$ cat config.mk
export PLATFORM = sky130hd
export DESIGN_NAME = multicycle_control
export DESIGN_NICKNAME = d
export VERILOG_FILES = /design/src/rtl/multicycle_control.sv
export SDC_FILE = /design/constraint.sdc
export NUM_CORES = 1
export LEC_CHECK = 0
export BUFFER_PORTS_ARGS = -buffer_cell sky130_fd_sc_hd__buf_4
export CORE_MARGIN = 2
export CORE_UTILIZATION = 35
export DETAILED_ROUTE_END_ITERATION = 7
export MAX_ROUTING_LAYER = met4
export PLACE_DENSITY_LB_ADDON = 0.3
export SYNTH_ARGS = -nofsm -noshare
export SYNTH_HDL_FRONTEND = slang
export SYNTH_SLANG_ARGS = --single-unit
$ cat constraint.sdc
create_clock -name clk -period 1.56 [get_ports clk]
set_input_delay 0.312 -clock clk [delete_from_list [all_inputs] [get_ports clk]]
set_output_delay 0.312 -clock clk [all_outputs]
set_load 0.02 [all_outputs]
$ cat src/rtl/multicycle_control.sv
// Main control FSM for the multicycle MIPS datapath.
// Moore output decode, memory ready handshake, illegal-op flag, retire counter.
module multicycle_control #(
  parameter int CNT_W = 32
) (
  input  logic             clk,
  input  logic             reset_n,
  input  logic [5:0]       op,
  input  logic             zero,
  input  logic             mem_ready,
  output logic             mem_req,
  output logic             iord,
  output logic             memwrite,
  output logic             irwrite,
  output logic             pcen,
  output logic             regwrite,
  output logic             regdst,
  output logic             memtoreg,
  output logic             alusrca,
  output logic [1:0]       alusrcb,
  output logic [1:0]       pcsrc,
  output logic [1:0]       aluop,
  output logic             illegal,
  output logic [CNT_W-1:0] instret
);

  typedef enum logic [3:0] {
    S_FETCH,
    S_DECODE,
    S_MEMADR,
    S_MEMRD,
    S_MEMWB,
    S_MEMWR,
    S_EXEC,
    S_ALUWB,
    S_BRANCH,
    S_ADDIEX,
    S_ADDIWB,
    S_JUMP
  } state_e;

  localparam logic [5:0] OP_LW   = 6'b100011;
  localparam logic [5:0] OP_SW   = 6'b101011;
  localparam logic [5:0] OP_R    = 6'b000000;
  localparam logic [5:0] OP_BEQ  = 6'b000100;
  localparam logic [5:0] OP_ADDI = 6'b001000;
  localparam logic [5:0] OP_J    = 6'b000010;

  state_e           state_q, state_d;
  logic [CNT_W-1:0] instret_q, instret_d;
  logic             retire;
  logic             bad_op;

  logic             mem_req_c;
  logic             memwrite_c;
  logic             irwrite_c;
  logic             regwrite_c;
  logic             pcwrite_c;
  logic             branch_c;

  // Next state, retirement and illegal-opcode detection.
  always_comb begin
    state_d = state_q;
    retire  = 1'b0;
    bad_op  = 1'b0;
    unique case (state_q)
      S_FETCH: begin
        if (mem_ready) state_d = S_DECODE;
      end
      S_DECODE: begin
        unique case (op)
          OP_LW,
          OP_SW:   state_d = S_MEMADR;
          OP_R:    state_d = S_EXEC;
          OP_BEQ:  state_d = S_BRANCH;
          OP_ADDI: state_d = S_ADDIEX;
          OP_J:    state_d = S_JUMP;
          default: begin
            bad_op  = 1'b1;
            state_d = S_FETCH;
          end
        endcase
      end
      S_MEMADR: begin
        state_d = (op == OP_SW) ? S_MEMWR : S_MEMRD;
      end
      S_MEMRD: begin
        if (mem_ready) state_d = S_MEMWB;
      end
      S_MEMWB: begin
        state_d = S_FETCH;
        retire  = 1'b1;
      end
      S_MEMWR: begin
        if (mem_ready) begin
          state_d = S_FETCH;
          retire  = 1'b1;
        end
      end
      S_EXEC: begin
        state_d = S_ALUWB;
      end
      S_ALUWB: begin
        state_d = S_FETCH;
        retire  = 1'b1;
      end
      S_BRANCH: begin
        state_d = S_FETCH;
        retire  = 1'b1;
      end
      S_ADDIEX: begin
        state_d = S_ADDIWB;
      end
      S_ADDIWB: begin
        state_d = S_FETCH;
        retire  = 1'b1;
      end
      S_JUMP: begin
        state_d = S_FETCH;
        retire  = 1'b1;
      end
      default: begin
        state_d = S_FETCH;
      end
    endcase
    instret_d = retire ? instret_q + CNT_W'(1) : instret_q;
  end

  // Moore datapath control decode; only memory strobes see mem_ready.
  always_comb begin
    mem_req_c  = 1'b0;
    memwrite_c = 1'b0;
    irwrite_c  = 1'b0;
    regwrite_c = 1'b0;
    pcwrite_c  = 1'b0;
    branch_c   = 1'b0;
    iord       = 1'b0;
    regdst     = 1'b0;
    memtoreg   = 1'b0;
    alusrca    = 1'b0;
    alusrcb    = 2'b00;
    pcsrc      = 2'b00;
    aluop      = 2'b00;
    unique case (state_q)
      S_FETCH: begin
        mem_req_c = 1'b1;
        alusrcb   = 2'b01;
        irwrite_c = mem_ready;
        pcwrite_c = mem_ready;
      end
      S_DECODE: begin
        alusrcb = 2'b11;
      end
      S_MEMADR: begin
        alusrca = 1'b1;
        alusrcb = 2'b10;
      end
      S_MEMRD: begin
        mem_req_c = 1'b1;
        iord      = 1'b1;
      end
      S_MEMWB: begin
        memtoreg   = 1'b1;
        regwrite_c = 1'b1;
      end
      S_MEMWR: begin
        mem_req_c  = 1'b1;
        iord       = 1'b1;
        memwrite_c = mem_ready;
      end
      S_EXEC: begin
        alusrca = 1'b1;
        aluop   = 2'b10;
      end
      S_ALUWB: begin
        regdst     = 1'b1;
        regwrite_c = 1'b1;
      end
      S_BRANCH: begin
        alusrca  = 1'b1;
        aluop    = 2'b01;
        pcsrc    = 2'b01;
        branch_c = 1'b1;
      end
      S_ADDIEX: begin
        alusrca = 1'b1;
        alusrcb = 2'b10;
      end
      S_ADDIWB: begin
        regwrite_c = 1'b1;
      end
      S_JUMP: begin
        pcsrc     = 2'b10;
        pcwrite_c = 1'b1;
      end
      default: begin
        alusrcb = 2'b01;
      end
    endcase
  end

  // Strobes are held low for the whole time reset is asserted.
  always_comb begin
    mem_req  = reset_n & mem_req_c;
    memwrite = reset_n & memwrite_c;
    irwrite  = reset_n & irwrite_c;
    regwrite = reset_n & regwrite_c;
    pcen     = reset_n & (pcwrite_c | (branch_c & zero));
    illegal  = reset_n & bad_op;
    instret  = instret_q;
  end

  // State and retire counter registers.
  always_ff @(posedge clk or negedge reset_n) begin
    if (!reset_n) begin
      state_q   <= S_FETCH;
      instret_q <= '0;
    end else begin
      state_q   <= state_d;
      instret_q <= instret_d;
    end
  end

endmodule

Word level (Yosys, flattened, before mapping)
Index checks and enable logic that the tools add are counted.
Operators by class
  $add $sub $neg: 1
  equality and inequality tests: 19
  muxes and demuxes: 23
  bitwise gates (word level): 8
  reduce and logical (&&, ||, !) cells: 12
Operators by type and width (number)
  adder 32 x 1 -> 32 bit (second input constant): 1
  one-hot mux 4 bit (7 select lines): 1
  one-hot mux 4 bit (5 select lines): 1
  == test 4 x 3 -> 1 bit (second input constant): 4
  == test 4 bit (second input constant): 4
  == test 6 bit (second input constant): 2
  two-way mux 1 bit: 12
  two-way mux 4 bit: 3
  == test 4 x 2 -> 1 bit (second input constant): 2
  one-hot mux 2 bit (2 select lines): 2
  OR reduction 8 bit: 1
  AND 1 bit: 7
  == test 6 x 2 -> 1 bit (second input constant): 1
  == test 6 x 3 -> 1 bit (second input constant): 1
  == test 6 x 4 -> 1 bit (second input constant): 1
  logical NOT 6 bit: 1
  inequality test 2 bit (second input constant): 3
  one-hot mux 2 bit (3 select lines): 1
  OR reduction 2 bit: 3
  OR reduction 3 bit: 2
  OR reduction 6 bit: 1
  OR reduction 5 bit: 1
  == test 4 x 1 -> 1 bit (second input constant): 1
  logical NOT 4 bit: 1
  other kinds (5): 6
Word-level totals
  register bits: 36
  input port bits: 10
  output and inout bits: 48
  logic and storage cells: 65

Depth between registers and ports, before layout
Gate-level depths: netlist of the first run.
  depth after elaboration: 5
  depth in mapped cells: 7
  mapped depth without buffers: 6

Least setup slack after synthesis of the first run
OpenSTA, ideal clock, no wires.
  path type: reg-to-output
  start: reg state_q[2]
  end: out pcen
  arrival time: 1862 ps
  data required time: 1248 ps
  slack: -614 ps
  cell stages (with the launch flop): 5
  path buffers: 1
  cells stage by stage: dfrtp_1 > buf_4 > or2_2 > nor4_1 > a21o_1
Between the ends
  cells in the longest elaborated chain, start to end: 5
  elaborated cells on any way between the ends: 8
  classes of those cells: eq/ne: 2; mux: 2; bitwise: 3; reduce/logical: 1
RTL lines
  start, declared: line 49  | state_e state_q, state_d;
  start signal, assigned: line 219  | state_q <= state_d;
  == test 4 bit: line 144  | unique case (state_q)
  two-way mux 1 bit: line 144
  AND 1 bit: line 208  | pcen = reset_n & (pcwrite_c | (branch_c & zero));
  bitwise OR 1 bit (*): line 208
  AND 1 bit (*): line 208
  end, declared: line 15  | output logic pcen,
Mark *: on every way between the ends. The rest lies on a longest branch, timed or not.

Worst setup path in the final report of the first run
  start: reg state_q[2]
  end: out mem_req
Between the ends
  cells in the longest elaborated chain, start to end: 4
  elaborated cells on any way between the ends: 6
  classes of those cells: eq/ne: 2; mux: 1; bitwise: 1; reduce/logical: 2
RTL lines
  == test 4 x 3 -> 1 bit, or another cell as far along: line 144
  OR reduction 3 bit (no source line) (*)
  two-way mux 1 bit (*): line 144
  AND 1 bit (*): line 204  | mem_req = reset_n & mem_req_c;
  end, declared: line 11  | output logic mem_req,
Marks and branches as above.

==> reports/qor.yml, run 1 <==
drv_slew: 0
avgSynthCellArea_sq_um: 9.81
fmax_mhz: 530
cp-start-kind: "register"
layout.cells.non_filler: 426
final_common_cell: "buf_4"
cp_data_arrival_time_ns: 1.57
wl_um: 6610
violations: "setup timing"
io-pin-count: 58
crit_path_max_fanout: 6
syn_to_final_growth_pct: 90.0
p_leak_nw: 2.02
dieArea_sq_um: 6520
antenna_found_initial: 0
critPathMaxStageDelay_ns: 0.46
setup-tns-final_ns: -6.74
maxCapViolCount: 0
drt-initial-drc-count: 97
rsz0062_at_grt: "true"
hp-class: "primary input to asynchronous set/reset pin"
grt_pass1_vias: 2055
final_core_util_pct: 69.8
cts.sinks: 36
grt_max_degree: 33
status: "finished, violations left"
rows: 27
antennaDiodeCount: 0
worstMarginPinSlew_ns: 0.408
cts_max_path_buffers: 2
drive_above_1_share_pct: 66.4
cp_slowest_cell: "dfrtp_2"
worstPathCellList: "buf_6 > nor2b_4 > nor3_2 > a21oi_1 > nor3b_2 > buf_4"
die_y_um: 80.7
grt_pass1_wl_um: 9860
grt_overflow_total: 0
synth_nets: 221
critPathTopFamily: "flip-flops"
synth_cells: 210
setup_slack_ns: -0.327
detailedRoute.firstPassIterationCount: 4
synth_edf_count: 0
die_w_um: 80.7
ys_ff_latch: 36
htreeDepth: 2
holdWs_ns: 0.112
vias: 2160
drc: 0
yosysUniqueCellTypes: 43
p_per_area_nw_per_um2: 1130
period_share_pct: 121
clk_latency_ns: 0.29
viasPerCell: 5.07
wl_per_cell_um: 15.5
synth_flop_cell: "dfrtp_1"
yosysSeqAreaShare_pct: 43.7
initial_utilization_pct: 36.7
grt.total_usage_pct: 20.1
placedCellCount: 393
yosysWarnings: 0
crit_path_end_kind: "primary output"
tritoncts: "built"
peakVddDrop_v: 0.00103
path_buf_inv: 2
cts.reportedPaths.clkPinSlew_ns: 0.07
fin_skew_ns: 0.00655
setup_viol: 42
hold_violations: 0
cts-root-buf: "clkbuf_8"
min_period_ns: 1.89
io_buffers: 57
dp_hpwl_um: 4100
slew_headroom_pct: 72.8
gp_congestion: 0.840
worstPathRequired_ns: 1.25
core_area_sq_um: 5610
path_class: "register to primary output"
final_cell_mix: "112 x buf_4, 28 x buf_6, 19 x dfrtp_1"
final_antenna_net_count: 0
synth-async-reset-ratio_pct: 100
final_net_count: 364
netlist_area_sq_um: 2060
cts_buffers: 5
dp_slack_ns: -0.131
## registers in the layout, indices dropped and copies added, names as in the netlist
| register | count |
|---|---|
| instret | 32 |
| state_q | 4 |
## power by group
group	internal (W)	switching [W]	total [W]
Combinational	0.00125	0.00116	0.00241
Clock	0.000564	0.000337	0.000901
Sequential	0.00102	0.000104	0.00113
## stage by stage
step           power, W  area [sq um]
3_3_place_gp    0.00280          3120
4_1_cts         0.00418          3660
2_1_floorplan   0.00212          2210
6_report        0.00444          3920
3_5_place_dp    0.00282          3120
5_1_grt         0.00467          3920
## path summary, 6_finish.rpt
path / slack (ns) / endpoint / startpoint / depth (start not counted)
setup / recovery: -0.33 / mem_req / state_q[2] / 6
hold / removal: 0.11 / instret[10] / reset_n / 2
min in group clk: 0.42 / state_q[3] / op[4] / 5
setup reg to reg: -0.23 / instret[28] / state_q[1] / 8
max in group asynchronous: 0.79 / state_q[2] / reset_n / 3
hold reg to reg: 0.47 / instret[31] / instret[31] / 1
## metal layers
metal	share of wire, %	track usage, %	up-vias
met4	1.2	5.08	0
li1	-	-	1031
met3	4.2	3.67	9
met1	42	25.2	1061
met2	53	33.8	59
met5	0	-	-
## layout make-up
cell class / instances / area [sq um]
fillers: 409 / 1690
multi-input cells: 163 / 1520
repair buffers: 145 / 1250
flip-flops and latches: 36 / 922
clock buffers: 7 / 96.3
well taps: 72 / 90.1
clock inverters: 1 / 30.0
inverters: 2 / 7.51
## repair_timing
action,in CTS,in global routing
hold endpoints to repair,4,0
gates cloned,1,0
endpoints found under the setup margin,39,46
resized for setup,67,37
pin swaps,45,24
hold buffers,1,0
buffers inserted,12,12
## cell usage after synthesis, types with 2 or more instances
cell	n	area share (%)
a31oi_1	2	0.61
inv_1	2	0.36
dfrtp_1	36	44
nand4_1	13	3.9
nand2_1	20	3.6
a21oi_1	6	1.5
o21ai_0	9	2.2
nor4_1	4	1.2
nor2_1	15	2.7
a21o_1	2	0.73
nand2b_1	4	1.2
xor2_1	15	6.4
nand3_1	7	1.7
nor4_4	3	3.1
nor2b_1	3	0.91
and3_1	5	1.5
clkbuf_1	5	0.91
xnor2_1	18	7.7
nor3_1	15	3.6
nor3b_1	3	1.1
## cells by family (layout without fill, tap and decap cells)
logic type	count (synthesis)	in the layout	synth area share (%)
AND/OR/NAND/NOR	104	104	30.6
multiplexers	2	2	1.03
XOR/XNOR	33	33	14.0
flip-flops	36	36	43.7
buffers and inverters	11	155	3.10
AO/OA/AOI/OAI	23	23	6.92
adder cells (fa/ha/maj)	1	1	0.607
(Power assumes the default switching activity.)
==> inputs of run 2 (changes only) <==
CORE_UTILIZATION = 42   (was 35)
==> reports/qor.yml, run 2 (synthesized netlist as in run 1, its figures left out) <==
io-pin-count: 58  # unchanged
drv_slew: 0  # unchanged
drc: 0  # unchanged
antennaDiodeCount: 0  # unchanged
vias: 2234  # +3.4%
final_net_count: 359  # -1.4%
final_common_cell: "buf_4"
reg2reg_to: "instret[26]"
hold_violations: 0  # unchanged
cts_buffers: 5  # unchanged
peakVddDrop_v: 0.00108  # +5.5%
initial_utilization_pct: 43.6  # +6.9 points
slew_headroom_pct: 73.1  # +0.29 points
crit_path_max_fanout: 10  # +4
fmax_mhz: 534  # +0.70%
grt_pass1_vias: 2154  # +4.8%
cts_max_path_buffers: 2  # unchanged
total_power_w: 0.00426  # -4.2%
viasPerCell: 5.37  # +5.9%
drt-initial-drc-count: 118  # +22%
crit_path_start: "state_q[1]"
maxCapViolCount: 0  # unchanged
detailedRoute.firstPassIterationCount: 4  # unchanged
fin_skew_ns: 0.00666  # +0.000111 ns
wl_met3_um: 393  # +43%
drt-met1-wl_um: 2700  # -1.8%
antenna_found_initial: 0  # unchanged
period_share_pct: 120  # -0.84 points
worstPathRequired_ns: 1.74  # +0.49 ns
drive_above_1_share_pct: 66.8  # +0.38 points
rsz0062_at_grt: "true"
final_cell_mix: "102 x buf_4, 34 x buf_6, 19 x dfrtp_1"
path_class: "register to register"
cp-start-kind: "register"
dr.max_layer_used: "met4"
tritoncts: "built"
htreeDepth: 2  # unchanged
rows: 25  # -7.4%
final_antenna_net_count: 0  # unchanged
grt_overflow_total: 0  # unchanged
crit_end: "instret[26]"
setup-tns-final_ns: -7.47  # -0.730 ns
grt_pass1_wl_um: 10200  # +3.3%
dieArea_sq_um: 5480  # -16%
wl_met2_um: 3920  # +12%
largest_register_ffs: 32  # unchanged
die_w_um: 74.0  # -8.3%
grt_max_degree: 31  # -6.1%
cts.reportedPaths.clkPinSlew_ns: 0.07  # about the same
setup_slack_ns: -0.313  # +0.0131 ns
setup_viol: 46  # +9.5%
cts.sinks: 36  # unchanged
syn_to_final_growth_pct: 86.2
ff2ff_setup_slack_ns: -0.31  # -0.08 ns
hp-class: "primary input to asynchronous set/reset pin"
wl_per_cell_um: 17.3  # +12%
gp_congestion: 0.862  # +2.5%
violations: "setup timing"
worstMarginPinSlew_ns: 0.404  # -0.00437 ns
clk_latency_ns: 0.29  # about the same
p_leak_nw: 1.98  # -1.8%
timing.rr.start: "state_q[1]"
die_y_um: 74.0  # -8.3%
status: "finished, violations left"
p_per_area_nw_per_um2: 1110  # -2.2%
cp_data_arrival_time_ns: 2.06  # +0.49 ns
wl_um: 7200  # +8.9%
core_area_sq_um: 4720  # -16%
min_period_ns: 1.87  # -0.0131 ns
reg2regPathDepth: 7  # -1
cts-root-buf: "clkbuf_8"
grt.total_usage_pct: 25.3  # +5.2 points
dp_hpwl_um: 3910  # -4.6%
io_buffers: 57  # unchanged
crit_path_end_kind: "register"
-- run 2: where the power goes --
part	internal [W]	switching (W)	leakage (nW)
sequential	0.00102	0.0000896	0.466
clock	0.000353	0.000349	0.0510
combinational	0.00123	0.00121	1.46
-- run 2: final cells by class --
class | instances | area, sq um
fillers | 264 | 886
clock inverters | 2 | 10.0
flip-flops and latches | 36 | 922
inverters | 2 | 7.51
well taps | 67 | 83.8
repair buffers | 140 | 1210
multi-input cells | 163 | 1520
clock buffers | 6 | 82.6
-- run 2: what timing repair did --
item,4_1_cts,5_1_grt
hold buffers,1,0
pin swaps,34,25
hold endpoints to repair,6,0
gates resized for setup,65,44
setup buffers,18,11
setup endpoints to repair,38,46
-- run 2: through the flow --
step / instances / instance area [sq um] / hold slack, ns / util [%] / setup WS, ns
finish: 416 / 3840 / 0.232 / 81.2 / -0.313
global route: 416 / 3840 / 0.255 / 81.2 / -0.373
CTS: 408 / 3590 / 0.226 / 76.1 / -0.295
detailed placement: 381 / 3070 / 0.266 / 65.0 / -0.140
global placement: 381 / 3070 / 0.269 / 65.0 / -0.0405
floorplan: 210 / 2210 / 0.0164 / - / -0.0854
-- run 2: worst min-delay path by stage --
stage | endpoint | cells past startpoint
finish | instret[7] | 3
global route | instret[8] | 3
global placement | state_q[1] | 2
floorplan | instret[0] | 0
detailed placement | instret[10] | 2
CTS | instret[24] | 3
-- run 2: critical path: stages (launching register included) --
cell and delay (ns):
dfrtp_1 0.42, buf_6 0.12, and2b_2 0.24, a211oi_2 0.25, and3b_2 0.26, buf_12 0.14, nand4_1 0.16, xnor2_1 0.17
-- run 2: layer usage --
layer,global-route usage (%),vias up
met3,3.93,17
met2,43.3,81
met1,28.4,1114
met4,13.3,0
li1,-,1022
met5,-,-
